### config.mk
export PLATFORM = sky130hd
export DESIGN_NAME = nibble_serial_adder
export DESIGN_NICKNAME = d
export VERILOG_FILES = /design/src/rtl/nibble_serial_adder.sv
export SDC_FILE = /design/constraint.sdc
export NUM_CORES = 1
export LEC_CHECK = 0
export ABC_AREA = 1
export CAP_MARGIN = 20
export CORE_ASPECT_RATIO = 1.25
export CORE_UTILIZATION = 50
export CTS_CLUSTER_SIZE = 25
export DETAILED_ROUTE_END_ITERATION = 16
export GPL_TIMING_DRIVEN = 0
export PLACE_DENSITY = 0.79
export SLEW_MARGIN = 30
export SYNTH_ARGS = -nofsm -noshare
export SYNTH_HDL_FRONTEND = slang
export SYNTH_SLANG_ARGS = --single-unit
### constraint.sdc
create_clock -name clk -period 2.9 [get_ports clk]
set_clock_uncertainty 0.05 [all_clocks]
set_input_delay 0.725 -clock clk [delete_from_list [all_inputs] [get_ports clk]]
set_output_delay 0.725 -clock clk [all_outputs]
set_load 0.05 [all_outputs]
### src/rtl/nibble_serial_adder.sv
// Multi-cycle add/subtract unit: one 4-bit carry-lookahead slice per clock, LSB nibble first,
// with the slice carry registered between nibbles and a start/done handshake.

module nibble_serial_adder #(
   parameter int unsigned NIBBLES = 4,
   localparam int unsigned WIDTH = 4 * NIBBLES
) (
   input  logic             clk,
   input  logic             rst,
   input  logic             start,
   input  logic [WIDTH-1:0] a,
   input  logic [WIDTH-1:0] b,
   input  logic             cin,
   input  logic             sub,
   output logic             busy,
   output logic             done,
   output logic [WIDTH-1:0] sum,
   output logic             cout,
   output logic             ovf
);

   localparam int unsigned IDX_W = (NIBBLES > 1) ? $clog2(NIBBLES) : 1;
   localparam logic [IDX_W-1:0] LAST_IDX = IDX_W'(NIBBLES - 1);

   typedef enum logic [1:0] {
      StIdle,
      StRun,
      StDone
   } state_e;

   state_e           state_q, state_d;
   logic [IDX_W-1:0] idx_q, idx_d;
   logic             carry_q, carry_d;
   logic [WIDTH-1:0] a_q, a_d;
   logic [WIDTH-1:0] b_q, b_d;
   logic [WIDTH-1:0] sum_q, sum_d;
   logic             cout_q, cout_d;
   logic             ovf_q, ovf_d;

   // 4-bit carry-lookahead slice operating on the currently selected nibble
   logic [3:0] x, y, g, p, f;
   logic [4:0] c;

   always_comb begin
      x    = 4'(a_q >> {idx_q, 2'b00});
      y    = 4'(b_q >> {idx_q, 2'b00});
      g    = x & y;
      p    = x ^ y;
      c[0] = carry_q;
      c[1] = g[0] | (p[0] & c[0]);
      c[2] = g[1] | (p[1] & g[0]) | (p[1] & p[0] & c[0]);
      c[3] = g[2] | (p[2] & g[1]) | (p[2] & p[1] & g[0]) | (p[2] & p[1] & p[0] & c[0]);
      c[4] = g[3] | (p[3] & g[2]) | (p[3] & p[2] & g[1]) | (p[3] & p[2] & p[1] & g[0])
           | (p[3] & p[2] & p[1] & p[0] & c[0]);
      f    = p ^ c[3:0];
   end

   always_comb begin
      state_d = state_q;
      idx_d   = idx_q;
      carry_d = carry_q;
      a_d     = a_q;
      b_d     = b_q;
      sum_d   = sum_q;
      cout_d  = cout_q;
      ovf_d   = ovf_q;
      unique case (state_q)
         StIdle: begin
            if (start) begin
               // Subtraction is folded into A + ~B + 1 so the slice only ever adds
               a_d     = a;
               b_d     = sub ? ~b : b;
               carry_d = sub ? 1'b1 : cin;
               idx_d   = '0;
               state_d = StRun;
            end
         end
         StRun: begin
            sum_d   = (sum_q & ~(WIDTH'(4'hF) << {idx_q, 2'b00}))
                    | (WIDTH'(f) << {idx_q, 2'b00});
            carry_d = c[4];
            if (idx_q == LAST_IDX) begin
               // f[3] is the result MSB being written on this same edge
               cout_d  = c[4];
               ovf_d   = (a_q[WIDTH-1] == b_q[WIDTH-1]) && (f[3] != a_q[WIDTH-1]);
               state_d = StDone;
            end else begin
               idx_d = idx_q + 1'b1;
            end
         end
         StDone: begin
            state_d = StIdle;
         end
         default: begin
            state_d = StIdle;
         end
      endcase
   end

   always_ff @(posedge clk) begin
      if (rst) begin
         state_q <= StIdle;
         idx_q   <= '0;
         carry_q <= 1'b0;
         a_q     <= '0;
         b_q     <= '0;
         sum_q   <= '0;
         cout_q  <= 1'b0;
         ovf_q   <= 1'b0;
      end else begin
         state_q <= state_d;
         idx_q   <= idx_d;
         carry_q <= carry_d;
         a_q     <= a_d;
         b_q     <= b_d;
         sum_q   <= sum_d;
         cout_q  <= cout_d;
         ovf_q   <= ovf_d;
      end
   end

   assign busy = (state_q == StRun);
   assign done = (state_q == StDone);
   assign sum  = sum_q;
   assign cout = cout_q;
   assign ovf  = ovf_q;

endmodule

# Word level (Yosys, flattened, before mapping)
# Index checks and enable logic that the tools add are counted.
[word_totals]
elab_cells = 72
reg_bits = 55
romBits = 0
mem_count = 0
latchBits = 0
ram_bits = 0
[op_classes]
bitwise_logic = 33
order_cmp = 0
n_eq_ne = 8
n_reduce_logical = 8
div_mod_pow = 0
mux = 10
add_sub_neg = 1
shifts = 4
mul = 0
[op_table]
columns = ["op", "n"]
rows = [
  ["inverter 16 bit", 2],
  ["right shift 16 x 4 -> 4 bit", 2],
  ["AND 1 bit", 16],
  ["AND 16 bit", 1],
  ["two-way mux 16 bit", 1],
  ["bitwise OR 16 bit", 1],
  ["<< shifter 4 x 4 -> 16 bit", 1],
  ["<< shifter 4 x 4 -> 16 bit, first input constant", 1],
  ["bitwise OR 1 bit", 10],
  ["two-way mux 2 bit", 4],
  ["case mux 2 bit (2 select lines)", 2],
  ["AND reduction 2 bit", 4],
  ["bitwise XOR 4 bit", 2],
  ["AND 4 bit", 1],
  ["== test 2 bit, second input constant", 2],
  ["inequality test 2 bit, second input constant", 2],
  ["AND reduction 3 bit", 1],
  ["adder 2 x 1 -> 2 bit, second input constant", 1],
  ["== test 2 x 1 -> 1 bit, second input constant", 1],
  ["logical NOT 2 bit", 1],
  ["two-way mux 1 bit", 2],
  ["inequality test 2 x 1 -> 1 bit, second input constant", 1],
  ["case mux 1 bit (2 select lines)", 1],
  ["nonzero test 2 bit", 1],
  ["3 further kinds", 3],
]

# Longest topological paths before layout
# Gate-level depths: netlist of the first run.
[depth]
depth_word = 9
ltp_mapped = 14

# Least setup slack after synthesis of the first run
# OpenSTA, ideal clock, no wires.
[synth_path]
path_kind = "reg-to-reg"
from = "register idx_q[0]"
to = "register ovf_q, in the netlist ovf"
arrival_ns = 1.926
required_time_ns = 2.741
setup_slack_ns = 0.815
stages_incl_launch_ff = 14
setup_ns = 0.109
cell_sequence = "dfxtp_1 > inv_1 > clkbuf_1 > o21ai_0 > o22ai_1 > ha_1 > nand2_1 > nand2_1 > nor2_2 > nand3_1 > nand3_1 > nand3_1 > nand2_1 > inv_1"
[synth_between]
elab_chain_len = 9
word_cells_on_any_way = 17
classes_between = "eq/ne: 2; shift: 2; bitwise: 11; reduce/logical: 2"
[synth_lines]
columns = ["element", "line_no", "text"]
rows = [
  ["from (decl)", "32", "logic [IDX_W-1:0] idx_q, idx_d;"],
  ["from (signal assigned)", "112", "idx_q <= idx_d;"],
  ["right shift 16 x 4 -> 4 bit, on equally long branches", "45, 46", ""],
  ["bitwise XOR 4 bit or AND 4 bit (tied branches)", "48, 47", ""],
  ["AND 1 bit", "52", "c[3] = g[2] | (p[2] & g[1]) | (p[2] & p[1] & g[0]) | (p[2] & p[1] & p[0] & c[0]);"],
  ["bitwise OR 1 bit or AND 1 bit (tied branches) (2 in a row)", "52", ""],
  ["bitwise OR 1 bit", "52", ""],
  ["bitwise XOR 4 bit", "55", "f = p ^ c[3:0];"],
  ["inequality test 1 bit", "85", "ovf_d = (a_q[WIDTH-1] == b_q[WIDTH-1]) && (f[3] != a_q[WIDTH-1]);"],
  ["logical AND 1 bit", "85", ""],
  ["to (signal assigned)", "118", "ovf_q <= ovf_d;"],
  ["to (decl)", "38", "logic ovf_q, ovf_d;"],
]
# Several ways; a longest one is shown, not always the timed one.
# A chain may end at the register's enable or synchronous reset.

# Worst setup path in the final report of the first run
# Same ends and word-level chain as after synthesis.

==> results of run 1 <==
## through the flow
| stage | total power [W] | cells | worst slack [ns] | cell area (sq um) | hold WS [ns] |
|---|---|---|---|---|---|
| after floorplan | 0.00118 | 337 | 0.815 | 2600 | 0.400 |
| after global placement | 0.00133 | 451 | 0.381 | 3210 | 0.401 |
| after detailed placement | 0.00134 | 451 | 0.332 | 3210 | 0.405 |
| after CTS | 0.00178 | 459 | 0.217 | 3310 | 0.419 |
| after global routing | 0.00188 | 459 | 0.000492 | 3310 | 0.441 |
| final | 0.00179 | 459 | 0.231 | 3310 | 0.417 |
## worst max-delay path, cell delays in order, from the launching register on
cell and delay (ns):
dfxtp_1 0.40, inv_1 0.16, clkbuf_1 0.38, o21ai_0 0.17, o22ai_1 0.22, ha_1 0.34, nand2_1 0.09, nand2_1 0.06
nor2_2 0.14, nand3_1 0.22, nand3_1 0.17, nand3_1 0.10, nand2_1 0.07, inv_1 0.03
## synth_stat cells (all sizes together)
cell,n
fa,1
nor2,81
clkbuf,10
a21oi,18
o211ai,1
clkinv,1
buf,9
o21ai,34
o21a,1
dfxtp,55
a22oi,1
a211oi,16
nand4,5
a31oi,1
nand2,42
nand3,11
ha,9
xnor2,17
xor2,1
inv,15
o22ai,8
## routing by layer
layer | up-vias | global-route usage [%] | part of all wire [%] | wire (um)
li1 | 1236 | - | - | -
met4 | 0 | 14.5 | 4.0 | 249
met3 | 24 | 3.98 | 4.5 | 276
met1 | 1148 | 28.3 | 41 | 2540
met2 | 90 | 42.8 | 50 | 3130
met5 | - | 0 | 0 | 0
## sequential cells by signal, summed over array words and instances, names as in the netlist
| register | cells |
|---|---|
| b_q | 16 |
| carry_q | 1 |
| idx_q | 2 |
| sum | 16 |
| a_q | 16 |
| state_q | 2 |
| cout | 1 |
| ovf | 1 |
## worst max path at each step
stage / startpoint / endpoint / slack [ns] / cells after the start
floorplan: idx_q[0]$_SDFFE_PP0P_ / ovf$_SDFFE_PP0P_ / 0.81 / 13
global placement: idx_q[0]$_SDFFE_PP0P_ / ovf$_SDFFE_PP0P_ / 0.38 / 12
detailed placement: idx_q[0]$_SDFFE_PP0P_ / ovf$_SDFFE_PP0P_ / 0.33 / 12
CTS: idx_q[0]$_SDFFE_PP0P_ / ovf$_SDFFE_PP0P_ / 0.22 / 12
global route: idx_q[0]$_SDFFE_PP0P_ / ovf$_SDFFE_PP0P_ / 0.0005 / 13
finish: idx_q[0]$_SDFFE_PP0P_ / ovf$_SDFFE_PP0P_ / 0.23 / 13
## placed cells by master, fill, tap and decap left out, drive strengths merged
master          n
o22ai           8
a31oi           1
a211oi         16
clkbuf         18
clkinv          1
nor2           81
a22oi           1
inv            15
o21a            1
dfxtp          55
xor2            1
nand2          42
o211ai          1
clkdlybuf4s50  54
a21oi          18
ha              9
nand4           5
fa              1
nand3          11
buf             9
o21ai          34
xnor2          17
## what timing repair did
action | CTS | global route
setup endpoints to repair | 0 | 1
buffers inserted | 0 | 0
resized for setup | 0 | 2
## power groups by stage
| stage | clock network (W) | registers, W | logic [W] |
|---|---|---|---|
| after global routing | 0.000489 | 0.000853 | 0.000537 |
| after detailed placement | 0 | 0.000862 | 0.000478 |
| after global placement | 0 | 0.000859 | 0.000467 |
| after CTS | 0.000454 | 0.000845 | 0.000482 |
| final | 0.000457 | 0.000845 | 0.000485 |
| after floorplan | 0 | 0.000889 | 0.000295 |
## cell families after synthesis
kind of cell             Yosys count  share of synthesized area [%]
adder cells (fa/ha/maj)           10                           5.11
AO/OA/AOI/OAI                     80                           17.8
XOR/XNOR                          18                           6.36
AND/OR/NAND/NOR                  139                           22.1
flip-flops                        55                           42.4
buffers and inverters             35                           6.26
## cell type report
type | count | share of cell area [%]
Clock buffer | 8 | 3.02
Inverter | 16 | 1.89
Sequential cell | 55 | 33.2
Multi-Input combinational cell | 247 | 40.2
Buffer | 19 | 3.06
Timing Repair Buffer | 54 | 16.3
Tap cell | 60 | 2.27
==> summary.md, run 1 <==
| Metric | Value |
|---|---|
| Outcome | completed |
| Critical path class | reg -> reg |
| Synthesis-to-layout area growth | 27.6% |
| # H-tree levels | 2 |
| Largest net degree at the start of global routing | 16 |
| Initial antenna violation count | 0 |
| WL final | 6.19 mm |
| Die area | 0.00549 sq mm |
| Final Slew Violations | 0 |
| DR WL/cell | 13.5 um |
| Critical hold path startpoint | sum[9]$_SDFFE_PP0P_ |
| Synth top area cells | dfxtp_1, nor2_1, o21ai_0, xnor2_1, nand2_1 |
| Rows | 28 |
| Final worst path period share | 92.0% |
| Num CTS Buffers | 5 |
| Syn avg cell area | 7.71 sq um |
| Final #Nets | 445 |
| Number of synthesized register bits | 55 |
| CP required | 3.07 ns |
| RD Place Congestion | 0.937 |
| Hold Crit Depth | 2 |
| Share of cells above drive strength 1 | 7.52% |
| Worst-path clk slew | 0.09 ns |
| Die Ht | 82.6 um |
| P_leak | 1.30 nW |
| Switching power share of the total | 31.7% |
| Post-route DRC | 0 |
| Number of global-route vias before repair | 2307 |
| Filler cell count | 441 |
| Vias per inst | 5.44 |
| # port buffers | 54 |
| Slew @ Worst Pin | 0.571 ns |
| Net Count, Synth | 384 |
| Netlist Area Pre-Place | 0.00260 sq mm |
| Critical Path AT | 2.83 ns |
| R2R setup slack | 0.23 ns |
| Final ANT Viol Nets | 0 |
| Crit end category | register |
| R2r worst-path depth | 13 |
| Total core area | 0.00487 sq mm |
| Pre-antenna DRT Iters | 4 |
| Worst R2R End | ovf$_SDFFE_PP0P_ |
| FMAX | 375 MHz |
| Finish-stage setup viols | 0 |
| Post-synthesis sequential area ratio | 42.4% |
| Dominant cell type by area after synthesis | dfxtp_1 |
| Top-Level Pins | 57 |
| Via count | 2498 |
| GRT overflow | 0 |
| Netlist cell types | 29 |
| Combinational share of power | 27.1% |
| Min Tclk post-route | 2.67 ns |
| Reg-to-reg startpoint | idx_q[0]$_SDFFE_PP0P_ |
| Max-slew headroom | 61.9% |
| N_diodes | 0 |
| Synth top area share | 42.4% |
| Net switching power | 0.000566 W |
| Peak VDD IR | 0.339 mV |
| RSZ-0062 raised after global routing | false |
| FF+latch area | 0.00110 sq mm |
| Global Route Usage Sum | 24.6% |
| Pwr Density | 539 mW/mm^2 |
| Starting Density | 53.3% |
| CTS root buffer | clkbuf_8 |
| First-pass GRT wire length | 10.2 mm |
| Setup_tns | 0 ns |
| Hold_buf cts | 0 |
| Hold crit path type | reg -> reg |
| CTS Buffer Depth | 2 |
| Clk sinks | 55 |
| DR iter-0 viols | 195 |
| Die width | 66.5 um |
| Sequential power share | 47.3% |
| Critical-path maximum fanout | 10 |
| Multi-input logic area | 0.00133 sq mm |
| Internal Power | 0.00122 W |
| CTS tree | built |
| Syn Inst Count | 337 |
| Final hold vios | 0 |
| CP startpoint kind | register |
| Hold-critical path endpoint | sum[9]$_SDFFE_PP0P_ |
| Max-Cap Viols | 0 |
| Yosys warning count | 0 |
| Final HPWL DP | 4.49 mm |
| Clk_lat worst skew | 0.30 ns |
| Fin util | 68.1% |
| Clock power frac | 25.5% |
(Power assumes the default switching activity.)
==> run 2, diff against run 1 <==
SLEW_MARGIN = 25   (was 30)
TNS_END_PERCENT = 10   (was unset)
==> results of run 2 <==
Same layout as run 1: the final DEF is identical, and so are final timing and power.
==> run 3, diff against run 2 <==
CORE_MARGIN = 2   (was unset)
==> run 3 against run 2 <==
Final area about the same. Non-clock buffer count unchanged. Critical endpoint unchanged. Clock power about the same. Hold slack improved by 0.00068 ns. Via count decreased by 2.8%. Critical path type unchanged. Sequential cell count unchanged. Worst setup slack gained 0.067 ns. Largest power group unchanged. Die area increased by 5.5%.
==> summary.md, run 3 (synthesized netlist as in run 1, its figures left out) <==
| Metric | Value |
|---|---|
| Crit end category | register |
| Largest net degree at the start of global routing | 16 |
| # port buffers | 54 |
| DR WL/cell | 12.8 um |
| Final Slew Violations | 0 |
| Pwr Density | 536 mW/mm^2 |
| Critical Path AT | 2.77 ns |
| Number of global-route vias before repair | 2306 |
| RD Place Congestion | 0.916 |
| Synthesis-to-layout area growth | 27.6% |
| Net switching power | 0.000556 W |
| CP Buf/Inv Count | 3 |
| Multi-input logic area | 0.00133 sq mm |
| Cell Count, Final, Fillers Out | 461 |
| CTS tree | built |
| Rows | 29 |
| Commonest non-fill, non-tap cell in the layout | nor2_1 |
| Worst Hold Slack | 0.418 ns |
| Finish-stage setup viols | 0 |
| Clock power frac | 25.6% |
| CTS Buffer Depth | 2 |
| CTS resizes | 0 |
| Setup_tns | 0 ns |
| CTS root buffer | clkbuf_8 |
| Max-slew headroom | 65.8% |
| Sequential power share | 47.5% |
| Fin util | 65.7% |
| Internal Power | 0.00122 W |
| Final worst slack | 0.298 ns |
| Outcome | completed |
| Post-CTS setup repair buffer count | 0 |
| Switching power share of the total | 31.3% |
| DR iter-0 viols | 139 |
| N_diodes | 0 |
| Top-Level Pins | 57 |
| Min Tclk post-route | 2.60 ns |
| Combinational share of power | 26.9% |
| Share of cells above drive strength 1 | 7.27% |
| Die width | 68.5 um |
| FMAX | 384 MHz |
| Initial antenna violation count | 0 |
| WL final | 5.91 mm |
| P_leak | 1.29 nW |
| Total core area | 0.00504 sq mm |
| Worst-path clk slew | 0.09 ns |
| GRT overflow | 0 |
| Final worst path period share | 89.7% |
| Final ANT Viol Nets | 0 |
| Post-route DRC | 0 |
| CP required | 3.07 ns |
| Slowest stage delay, CP | 0.50 ns |
| FF+latch area | 0.00110 sq mm |
| Vias per inst | 5.26 |
| # H-tree levels | 2 |
| Max-Cap Viols | 0 |
| Hold_buf cts | 0 |
| Final #Nets | 445 |
| Final hold vios | 0 |
| Via count | 2427 |
| Hold crit path type | reg -> reg |
| Num CTS Buffers | 5 |
| First-pass GRT wire length | 10.1 mm |
| Slew @ Worst Pin | 0.513 ns |
| Peak VDD IR | 0.331 mV |
| Die area | 0.00579 sq mm |
| Final HPWL DP | 4.43 mm |
| Clk_lat worst skew | 0.31 ns |
| CP startpoint kind | register |
| Die Ht | 84.6 um |
| Delay-heaviest family, CP | simple AND/OR/NAND/NOR gates |
| Critical path class | reg -> reg |
| Critical-path maximum fanout | 10 |
| Crit path cell chain | inv_1 > clkbuf_1 > o21ai_0 > o22ai_1 > ha_1 > nand2_1 > nand2_1 > nor2_2 > nand3_1 > nand3_1 > nand3_1 > nand2_1 > inv_1 |
| RSZ-0062 raised after global routing | false |
| Starting Density | 51.5% |
| Most frequent cells in the layout | nor2_1, dfxtp_1, clkdlybuf4s50_1, nand2_1, o21ai_0 |
| Global Route Usage Sum | 22.4% |
| Crit-path slowest cell | dfxtp_1 |
| Pre-antenna DRT Iters | 4 |
| Pre-CTS setup slack | 0.359 ns |
| Placed insts | 453 |
| Filler cell count | 467 |
| Clk sinks | 55 |
-- run 3: changes by cell type in the layout (fill, tap and decap cells not counted) --
cell	previous run	this run
clkbuf_2	1	0
clkbuf_1	10	11
-- run 3: stage by stage --
step	cell area (sq um)	power, W
6_report	3320	0.00178
5_1_grt	3320	0.00187
4_1_cts	3320	0.00178
3_5_place_dp	3220	0.00134
3_3_place_gp	3220	0.00133
2_1_floorplan	2600	0.00118
-- run 3: path summary, 6_finish.rpt --
kind	from	to	slack [ns]	cells past startpoint
min	sum[2]$_SDFFE_PP0P_	sum[2]$_SDFFE_PP0P_	0.42	2
max	idx_q[0]$_SDFFE_PP0P_	ovf$_SDFFE_PP0P_	0.30	13
max reg2reg	idx_q[0]$_SDFFE_PP0P_	ovf$_SDFFE_PP0P_	0.30	13
min reg2reg	sum[2]$_SDFFE_PP0P_	sum[2]$_SDFFE_PP0P_	0.42	2
-- run 3: layer usage --
layer,share of wire (%),GRT usage [%],wire [um]
met5,0,0,0
met4,2.9,10.0,173
met3,4.2,3.22,247
met2,51,37.7,3020
met1,42,27.6,2470
-- run 3: tightest hold or removal path: stages, from the launching register on --
cell and delay [ns]:
dfxtp_1 0.32, nand2_1 0.06, a21oi_1 0.05
-- run 3: area by class of cell --
class	count	share of cell area [%]
Clock buffer	8	3.02
Sequential cell	55	33.2
Buffer	19	3.02
Tap cell	62	2.34
Multi-Input combinational cell	247	40.2
Inverter	16	1.89
Timing Repair Buffer	54	16.3
-- run 3: power groups by stage --
stage | registers (W) | clock network [W] | logic (W)
global placement | 0.000860 | 0 | 0.000467
finish | 0.000844 | 0.000455 | 0.000478
floorplan | 0.000889 | 0 | 0.000295
CTS | 0.000843 | 0.000462 | 0.000479
detailed placement | 0.000861 | 0 | 0.000475
global route | 0.000851 | 0.000490 | 0.000530
